**config.mk**
```make
export PLATFORM = sky130hd
export DESIGN_NAME = div16by8_seq
export DESIGN_NICKNAME = d
export VERILOG_FILES = /design/src/rtl/div_pkg.sv /design/src/rtl/div_step.sv /design/src/rtl/div16by8_seq.sv
export SDC_FILE = /design/constraint.sdc
export NUM_CORES = 1
export LEC_CHECK = 0
export CAP_MARGIN = 40
export CORE_ASPECT_RATIO = 2
export CORE_MARGIN = 2
export CORE_UTILIZATION = 45
export CTS_BUF_LIST = sky130_fd_sc_hd__clkbuf_16
export CTS_CLUSTER_DIAMETER = 40
export DETAILED_ROUTE_END_ITERATION = 8
export PLACE_DENSITY = 0.74
export SETUP_SLACK_MARGIN = 0.4
export SYNTH_ARGS = -nofsm -noshare
export SYNTH_HDL_FRONTEND = slang
export SYNTH_HIERARCHICAL = 1
export SYNTH_SLANG_ARGS = --single-unit
```
**constraint.sdc**
```tcl
create_clock -name clk -period 2.1 [get_ports clk]
set_clock_uncertainty 0.05 [all_clocks]
set_input_delay 0.21 -clock clk [delete_from_list [all_inputs] [get_ports clk]]
set_output_delay 0.21 -clock clk [all_outputs]
set_load 0.05 [all_outputs]
```
**src/rtl/div_pkg.sv**
```systemverilog
// Shared widths, FSM encoding and iteration-count helper for the sequential divider.
package div_pkg;

  localparam int DW = 16;
  localparam int VW = 8;

  typedef enum logic [1:0] {
    IDLE = 2'd0,
    BUSY = 2'd1,
    DONE = 2'd2
  } div_state_t;

  // Number of restoring steps once K dividend LSBs have been discarded.
  function automatic int div_iters(input int k);
    return DW - k;
  endfunction

endpackage

```
**src/rtl/div_step.sv**
```systemverilog
// One restoring-division step: shift the next dividend bit into the partial
// remainder, subtract the divisor if it fits, and report the quotient bit.
module div_step
  import div_pkg::*;
(
  input  logic [VW:0]   p,
  input  logic          bit_in,
  input  logic [VW-1:0] b,
  output logic [VW:0]   p_next,
  output logic          qbit
);

  logic [VW+1:0] trial;
  logic [VW+1:0] diff;

  // The partial remainder stays below the divisor, so the trial never reaches
  // bit VW+1 and the top bit of the difference is exactly the borrow.
  always_comb begin
    trial  = {p, bit_in};
    diff   = trial - {2'b00, b};
    qbit   = ~diff[VW+1];
    p_next = qbit ? diff[VW:0] : trial[VW:0];
  end

endmodule

```
**src/rtl/div16by8_seq.sv**
```systemverilog
// Sequential 16/8 unsigned restoring divider, one quotient bit per clock.
// APPROX_LSBS drops low dividend bits to shorten the iteration count.
module div16by8_seq
  import div_pkg::*;
#(
  parameter int APPROX_LSBS = 0
) (
  input  logic          clk,
  input  logic          rst,
  input  logic          in_valid,
  output logic          in_ready,
  input  logic [DW-1:0] A,
  input  logic [VW-1:0] B,
  output logic          out_valid,
  input  logic          out_ready,
  output logic [DW-1:0] Q,
  output logic [VW-1:0] R,
  output logic          dbz
);

  localparam int              N         = div_iters(APPROX_LSBS);
  localparam int              CW        = $clog2(DW + 1);
  localparam logic [CW-1:0]   LAST_STEP = CW'(N - 1);
  localparam logic [DW-1:0]   KEEP_MASK = {DW{1'b1}} << APPROX_LSBS;

  if (APPROX_LSBS < 0 || APPROX_LSBS > VW) begin : g_bad_k
    $error("div16by8_seq: APPROX_LSBS must be in 0..8");
  end

  div_state_t      state;
  logic [DW-1:0]   dvd_reg;
  logic [VW-1:0]   dvs_reg;
  logic [VW:0]     p_reg;
  logic [VW:0]     p_next;
  logic [DW-2:0]   quo_reg;
  logic [DW-1:0]   quo_next;
  logic [CW-1:0]   step_cnt;
  logic            qbit;

  div_step u_step (
    .p      (p_reg),
    .bit_in (dvd_reg[DW-1]),
    .b      (dvs_reg),
    .p_next (p_next),
    .qbit   (qbit)
  );

  assign quo_next  = {quo_reg, qbit};
  assign in_ready  = (state == IDLE);
  assign out_valid = (state == DONE);

  // The dividend is kept MSB-aligned with its dropped LSBs zeroed, so every
  // step simply consumes bit DW-1 and shifts left; the quotient grows from
  // the LSB and is re-aligned by K when the result is published.
  always_ff @(posedge clk) begin
    if (rst) begin
      state    <= IDLE;
      dvd_reg  <= '0;
      dvs_reg  <= '0;
      p_reg    <= '0;
      quo_reg  <= '0;
      step_cnt <= '0;
      Q        <= '0;
      R        <= '0;
      dbz      <= 1'b0;
    end else begin
      case (state)
        IDLE: begin
          if (in_valid) begin
            dvd_reg  <= A & KEEP_MASK;
            dvs_reg  <= B;
            p_reg    <= '0;
            quo_reg  <= '0;
            step_cnt <= '0;
            if (B == '0) begin
              Q     <= '1;
              R     <= VW'(A >> APPROX_LSBS);
              dbz   <= 1'b1;
              state <= DONE;
            end else begin
              state <= BUSY;
            end
          end
        end
        BUSY: begin
          p_reg    <= p_next;
          quo_reg  <= quo_next[DW-2:0];
          dvd_reg  <= {dvd_reg[DW-2:0], 1'b0};
          step_cnt <= step_cnt + CW'(1);
          if (step_cnt == LAST_STEP) begin
            Q     <= quo_next << APPROX_LSBS;
            R     <= p_next[VW-1:0];
            dbz   <= 1'b0;
            state <= DONE;
          end
        end
        DONE: begin
          if (out_ready) begin
            state <= IDLE;
          end
        end
        default: state <= IDLE;
      endcase
    end
  end

endmodule
```
# After elaboration in Yosys (flattened, before gate mapping)
# Index checks and enable logic that the tools add are counted.
totals:
  regBits: 80
  inputBits: 28
  output_inout_bits: 27
  wordCells: 52
classes:
  add_sub_neg: 2
  eq_ne: 7
  n_mux: 26
  bitwise: 1
  n_reduce_logical: 7
ops:
  columns: ["operator", "count"]
  rows:
  - ["$mux 16", 4]
  - ["$pmux 16 s2", 2]
  - ["$pmux 15 s2", 1]
  - ["$mux 8", 3]
  - ["$mux 9", 2]
  - ["$pmux 9 s2", 1]
  - ["$pmux 8 s2", 1]
  - ["$mux 15", 1]
  - ["$pmux 5 s2", 1]
  - ["$sub 10x8->10", 1]
  - ["$logic_not 8->1", 1]
  - ["$mux 2", 4]
  - ["$pmux 2 s3", 1]
  - ["$add 5x1->5 const B", 1]
  - ["$eq 5x4->1 const B", 1]
  - ["$mux 5", 1]
  - ["$ne 2x1->1 const B", 2]
  - ["$ne 2x2->1 const B", 2]
  - ["$reduce_and 2->1", 2]
  - ["$reduce_and 4->1", 1]
  - ["$mux 1", 3]
  - ["$reduce_and 3->1", 1]
  - ["$eq 2x1->1 const B", 1]
  - ["$eq 2x2->1 const B", 1]
  - ["other kinds (4)", 4]

# Longest topological paths before layout
# Gate-level depths: netlist of run 1.
logic_depth:
  word_depth: 4
  depth_mapped: 10
  ltp_nobuf: 10

# Cells and area by module
# The synthesis of run 1 kept the hierarchy.
by_module_without_submodules:
  columns: ["module", "instances", "cells_per_inst", "area_each_um2", "seq_area_each_um2"]
  rows:
  - ["div16by8_seq", 1, 337, 3155.5, 1601.5]
  - ["div_step", 1, 72, 565.5, 0.0]

# Worst setup path before layout of run 1
# Ideal clock, no wire load.
synth_path:
  kind: "register to register"
  from: "register dvd_reg[15]"
  to: "register p_reg[8]"
  setup_time_ns: 0.128
  arrival_ns: 2.076
  required_ns: 1.922
  setup_slack_ns: -0.153
  path_stages_with_launch: 11
  path_buffers: 0
  synth_period_minus_slack_ns: 2.253
  cell_sequence: "dfxtp_1 > inv_1 > ha_1 > fa_1 > nand2b_1 > a2111oi_0 > nor2_1 > or4b_1 > nand3_1 > a22oi_1 > nor2_1"
synth_between:
  elab_chain_cells: 3
synth_lines:
  columns: ["item", "line_no", "text"]
  rows:
  - ["start: declaration", "div16by8_seq.sv:31", "logic [DW-1:0] dvd_reg;"]
  - ["start signal: assignment", "div16by8_seq.sv:70", "dvd_reg <= A & KEEP_MASK;"]
  - ["start signal: assignment", "div16by8_seq.sv:88", "dvd_reg <= {dvd_reg[DW-2:0], 1'b0};"]
  - ["$sub 10x8->10", "div_step.sv:20", "diff = trial - {2'b00, b};"]
  - ["$mux 9", "div_step.sv:22", "p_next = qbit ? diff[VW:0] : trial[VW:0];"]
  - ["named net p_next[8]", "div16by8_seq.sv:34", "logic [VW:0] p_next;"]
  - ["$pmux 9 s2", "div16by8_seq.sv:67", "case (state)"]
  - ["end signal: assignment", "div16by8_seq.sv:86", "p_reg <= p_next;"]
  - ["end: declaration", "div16by8_seq.sv:33", "logic [VW:0] p_reg;"]
# The timed path passes the listed nets, and every way through them passes these cells.
# A chain may end at the register's enable or synchronous reset.

# Worst setup path after layout of run 1
layout_path:
  from: "register dvs_reg[4]"
  to: "register R[2]"
layout_between:
  elab_chain_cells: 4
layout_lines:
  columns: ["item", "line_no", "text"]
  rows:
  - ["start: declaration", "div16by8_seq.sv:32", "logic [VW-1:0] dvs_reg;"]
  - ["start signal: assignment", "div16by8_seq.sv:59", "dvs_reg <= '0;"]
  - ["start signal: assignment", "div16by8_seq.sv:71", "dvs_reg <= B;"]
  - ["$sub 10x8->10", "div_step.sv:20", null]
  - ["$mux 9", "div_step.sv:22", null]
  - ["named net p_next[2]", "div16by8_seq.sv:34", null]
  - ["$mux 8", "div16by8_seq.sv:90", "if (step_cnt == LAST_STEP) begin"]
  - ["$pmux 8 s2", "div16by8_seq.sv:67", null]
  - ["end signal: assignment", "div16by8_seq.sv:77", "R <= VW'(A >> APPROX_LSBS);"]
  - ["end signal: assignment", "div16by8_seq.sv:92", "R <= p_next[VW-1:0];"]
  - ["end: declaration", "div16by8_seq.sv:17", "output logic [VW-1:0] R,"]
# The timed path passes the listed nets, and every way through them passes these cells. The select of a mux whose other input is x is not followed.

==> results.toml, run 1 <==
[sta]
tns_ps = -1700
period_share_pct = 110
rsz0062_at_grt = "yes"
tightestPinTransition_ps = 796
fin_ws_ps = -211
final_max_slew_viol_count = 0
fmax_ghz = 0.433
holdWs_ps = 231
setup-violations-final = 14
final-hold-violation-count = 0
post-route-min-period_ps = 2310
max-slew-margin-rel_pct = 46.9

[clock_tree]
cts_root_buffer = "clkbuf_16"
clk_latency_ps = 330
cts_tree = "built"
clk_transition_reported_paths_ps = 60
cts-htree-levels = 3
clkSinkCount = 80
holdBufCountCts = 0
ctsLongestPathBuffers = 2
cts_buffers = 9

[yosys]
avgSynthCellArea_um2 = 9.10
synth-xor-area-share_pct = 1.18
synthArstFlopShare_pct = 0
netlist_top_cells_count = "80 x dfxtp_1, 44 x nand2_1, 44 x nor2_1"
synth_area_leaders = "dfxtp_1 43%, a22oi_1 5.2%, nand2_1 4.4%, nor2_1 4.4%, a21oi_1 3.9%"
yosysMostFrequentCell = "dfxtp_1"
synthSimpleGateAreaFrac_pct = 15.0
synth_top_area_cell = "dfxtp_1"
postSynthNetCount = 448
synth_top_area_share_pct = 43.0
synth_edf_count = 0
seq_area_frac_synth_pct = 43.0
synthAdderAreaFrac_pct = 3.90
synth_top_family_by_area = "compound AO/OA/AOI/OAI gates"
ys.warnings.count = 6
ys_ff_latch = 80
netlist_area_um2 = 3720
synthMuxAreaShare_pct = 4.71
synth_compound_area_share_pct = 26.2
yosys_most_used_dff = "dfxtp_1"
synth.distinct_cells = 53
netlist_instances = 409

[placed_design]
dp.cells = 573
placed_cell_area_um2 = 4730
gp_congestion = 0.829
io_buffers = 54
post-dp-hpwl_um = 7190

[detailed_routing]
drc = 0
viasPerCell = 5.77
routedWlPerCell_um = 17.5
first_pass_iters = 4
vias = 3494
drtAntennaViolNets = 0
drt_iter0_markers = 240
wl_um = 10600

[floorplanning]
core-area_um2 = 8170
num_rows = 47
pin_count = 55
die_area_um2 = 9060
die_h_um = 133
start_util_pct = 45.5
die_w_um = 68.3

[worst_setup_path]
path_cells = "inv_2 -> ha_4 -> a21oi_4 -> nand2_2 -> o211a_1 -> a211o_1 -> buf_12 -> mux2_4 -> mux2i_1 -> o31ai_1"
worst-path-max-fanout = 8
r2r_slack_ps = -210
reg2reg_to = "R[2]$_SDFFE_PP0P_"
reg2reg_depth = 10
cp-start-kind = "flop"
critical_path_buf_inv_count = 2
critPathTopFamily = "compound AO/OA/AOI/OAI gates"
critical_path_required_ps = 2250
end_kind = "flop"
path_class = "flop to flop"
timing.rr.start = "dvs_reg[4]$_SDFFE_PP0P_"
worstPathArrival_ps = 2460
critical-path-max-stage-delay_ps = 330
cp.depth = 10
worstSetupStartpoint = "dvs_reg[4]$_SDFFE_PP0P_"
slowest_stage = "dfxtp_2"

[finish]
drive_above_1_share_pct = 28.3
nets = 543
fin_area_um2 = 5320
area_delta_synth_final_pct = 43.0
finish.utilization_pct = 65.1
layoutNonFillerInstCount = 606
antenna_cells = 0

[power_and_ir_drop]
p_leak_nw = 2.20
powerDensity_nw_per_um2 = 775
vdd_drop_max_mv = 0.542

[worst_hold_path]
holdPathStages = 3
hold_end = "dvs_reg[2]$_SDFFE_PP0P_"
hold_path_startpoint = "B[2]"
hold_path.class = "primary input to flop"

[run]
maxCapViolations = 0

[outcome]
violations = "setup timing"
status = "finished, violations left"

[grt]
grt_max_degree = 31
grtUsageTotal_pct = 25.0
grt_pass1_vias = 3392
grt_pass1_wl_um = 16800
gr-total-overflow = 0
antenna_found_initial = 0
==> placed cells by master, fill, tap and decap left out, drive strengths merged, types with 10 or more instances in the layout <==
master and instances:
nor2 44, dfxtp 80, a22oi 26, inv 14
a21oi 30, nor2b 10, o221a 15, clkdlybuf4s50 22
ha 10, mux2i 10, o21ai 12, nand2 45
buf 67, clkbuf 10, o31ai 10, dlygate4sd2 29
==> through the flow <==
step           setup slack, ps  power, W
6_report                  -211   0.00412
5_1_grt                   -269   0.00428
4_1_cts                   -152   0.00408
3_5_place_dp              -230   0.00265
3_3_place_gp              -168   0.00263
2_1_floorplan            -25.1   0.00230
==> worst reg2reg max path, cell delays in order (launching register included) <==
cell and delay, ps:
dfxtp_2 330, inv_2 50, ha_4 240, a21oi_4 180, nand2_2 90, o211a_1 210, a211o_1 270, buf_12 160
mux2_4 310, mux2i_1 190, o31ai_1 110
==> cells by family after synthesis <==
family,after synthesis
muxes,15
AOI/OAI and AO/OA,128
buffers and inverters,48
xor gates and xnor gates,5
and+or+nand+nor,122
DFF,80
adders and majority gates,11
==> worst max-delay path by stage <==
stage	slack [ps]	endpoint
after floorplan	-30	R[2]$_SDFFE_PP0P_
after global placement	-170	R[2]$_SDFFE_PP0P_
after detailed placement	-230	R[2]$_SDFFE_PP0P_
after CTS	-150	R[2]$_SDFFE_PP0P_
after global routing	-270	R[2]$_SDFFE_PP0P_
final	-210	R[2]$_SDFFE_PP0P_
==> metal layers <==
| metal | routed length (um) | track usage [%] | vias to the layer above |
|---|---|---|---|
| met3 | 393 | 3.49 | 26 |
| met1 | 3990 | 28.1 | 1684 |
| met5 | 0 | 0 | - |
| met4 | 341 | 12.0 | 0 |
| met2 | 5890 | 44.0 | 113 |
| li1 | - | - | 1671 |
==> where the power goes <==
group / internal, W / switching (W) / total [W]
Sequential: 0.00158 / 0.0000434 / 0.00163
Clock: 0.000776 / 0.000594 / 0.00137
Combinational: 0.000580 / 0.000547 / 0.00113
==> final cells by class <==
class / count / area (um2)
clock buffer: 9 / 225
clock inverter: 6 / 28.8
fill: 641 / 2850
inverter: 13 / 48.8
multi-input combinational: 281 / 2170
sequential: 80 / 1620
tap: 98 / 123
timing repair buffer: 119 / 1110
==> timing repair <==
| action | CTS | global route |
|---|---|---|
| buffers inserted | 15 | 0 |
| setup endpoints to repair | 62 | 37 |
| cloned | 3 | 0 |
| resized for setup | 69 | 10 |
| pin swaps | 33 | 6 |
No activity file was read; power rests on OpenSTA's default activity.
==> inputs of run 2 (changes only) <==
SKIP_CTS_REPAIR_TIMING = 1   (was unset)
==> run 2 against run 1 <==
- the flow still finishes with violations (setup timing)
- clock power about the same
- die area unchanged
- routed wire length down 1.2%
- power down 0.38%
- global-route usage down 1.9 points
- sequential share of layout area up 0.17 points
- combinational power about the same
- via count down 0.97%
- cell area down 0.63%
- largest power group unchanged
==> results.toml, run 2 (synthesis gave the netlist of run 1 again) <==
[outcome]
status = "finished, violations left"
violations = "setup timing"

[floorplanning]
die_area_um2 = 9060
pin_count = 55
core-area_um2 = 8170
die_w_um = 68.3
die_h_um = 133
start_util_pct = 45.5
num_rows = 47

[placed_design]
post-place-ws_ps = -230
post-dp-hpwl_um = 7190
io_buffers = 54
dp.cells = 573
gp_congestion = 0.829

[detailed_routing]
drc = 0
routedWlPerCell_um = 17.6
first_pass_iters = 5
drtAntennaViolNets = 0
vias = 3460
viasPerCell = 5.82
wl_um = 10500
drt_iter0_markers = 226

[clock_tree]
clk_latency_ps = 340
clkSinkCount = 80
cts-htree-levels = 3
cts_buffers = 9
cts_tree = "built"
ctsLongestPathBuffers = 2
clk_transition_reported_paths_ps = 60
cts_root_buffer = "clkbuf_16"

[worst_setup_path]
worst-path-max-fanout = 8
end_kind = "flop"
slowest_stage = "dfxtp_1"
r2r_slack_ps = -250
reg2reg_depth = 9
path_cells = "ha_4 -> a21oi_4 -> nand2_2 -> o211a_1 -> a211o_1 -> buf_12 -> mux2_4 -> mux2i_1 -> o31ai_1"
timing.rr.start = "p_reg[3]$_SDFFE_PP0P_"
critical-path-max-stage-delay_ps = 380
critical_path_required_ps = 2250
path_class = "flop to flop"
worstPathArrival_ps = 2500
reg2reg_to = "R[2]$_SDFFE_PP0P_"
critPathTopFamily = "compound AO/OA/AOI/OAI gates"
cp-start-kind = "flop"
critical_path_buf_inv_count = 1

[finish]
fillers = 647
ff_latch_area_um2 = 1620
layoutNonFillerInstCount = 595
final_common_cell = "dfxtp_1"
layout_common_cells = "71 x dfxtp_1, 48 x buf_4, 42 x nor2_1, 42 x nand2_1, 31 x dlymetal6s2s_1"
nets = 532
area_delta_synth_final_pct = 42.1
finish.utilization_pct = 64.7
antenna_cells = 0
multi_input_area_um2 = 2160
drive_above_1_share_pct = 26.0

[grt]
grt_pass1_vias = 3212
antenna_found_initial = 0
grt_pass1_wl_um = 15800
gr-total-overflow = 0
grtUsageTotal_pct = 23.1
grt_max_degree = 31

[sta]
max-slew-margin-rel_pct = 46.5
tightestPinTransition_ps = 802
final-hold-violation-count = 0
fmax_ghz = 0.425
final_max_slew_viol_count = 0
tns_ps = -2300
rsz0062_at_grt = "yes"
fin_ws_ps = -251
period_share_pct = 112
post-route-min-period_ps = 2350
setup-violations-final = 15

[power_and_ir_drop]
vdd_drop_max_mv = 0.553
p_leak_nw = 2.51
powerDensity_nw_per_um2 = 777
power_w = 0.00411

[worst_hold_path]
hold_path.class = "primary input to flop"
hold_path_startpoint = "B[2]"
holdPathStages = 3
hold_end = "dvs_reg[2]$_SDFFE_PP0P_"

[run]
maxCapViolations = 0
[run 2: final cells by class]
cell class                 instances  area share, %
inverter                          13          0.923
sequential                        80           30.6
clock buffer                       9           4.26
clock inverter                     6          0.544
tap                               98           2.32
timing repair buffer             108           20.5
multi-input combinational        281           40.9
[run 2: layer usage]
metal	GRT usage, %	routed length (um)
met1	26.5	3900
met2	40.1	5760
met3	3.49	459
met4	11.0	356
met5	0	0
[run 2: through the flow]
step / hold slack [ps] / instance area (um2)
4_1_cts: 309 / 4980
2_1_floorplan: 288 / 3840
5_1_grt: 149 / 5290
6_report: 109 / 5290
3_5_place_dp: 392 / 4730
3_3_place_gp: 386 / 4730
[run 2: how the worst max path moves through the flow]
stage | cells after the start | end | startpoint
floorplan | 10 | R[2]$_SDFFE_PP0P_ | dvs_reg[1]$_SDFFE_PP0P_
global placement | 10 | R[2]$_SDFFE_PP0P_ | dvs_reg[4]$_SDFFE_PP0P_
detailed placement | 10 | R[2]$_SDFFE_PP0P_ | dvd_reg[15]$_SDFFE_PP0P_
CTS | 10 | R[2]$_SDFFE_PP0P_ | dvd_reg[15]$_SDFFE_PP0P_
global route | 10 | R[2]$_SDFFE_PP0P_ | dvs_reg[4]$_SDFFE_PP0P_
finish | 9 | R[2]$_SDFFE_PP0P_ | p_reg[3]$_SDFFE_PP0P_
[run 2: worst reg2reg max path, cell delays in order (launching register included)]
cell,delay (ps)
dfxtp_1,380
ha_4,250
a21oi_4,170
nand2_2,90
o211a_1,210
a211o_1,300
buf_12,160
mux2_4,300
mux2i_1,190
o31ai_1,110
[run 2: report_power, final]
part | internal [W] | switching [W] | leakage (nW) | total [W]
clock | 0.000776 | 0.000600 | 0.127 | 0.00138
sequential | 0.00158 | 0.0000449 | 0.654 | 0.00163
combinational | 0.000565 | 0.000540 | 1.73 | 0.00111
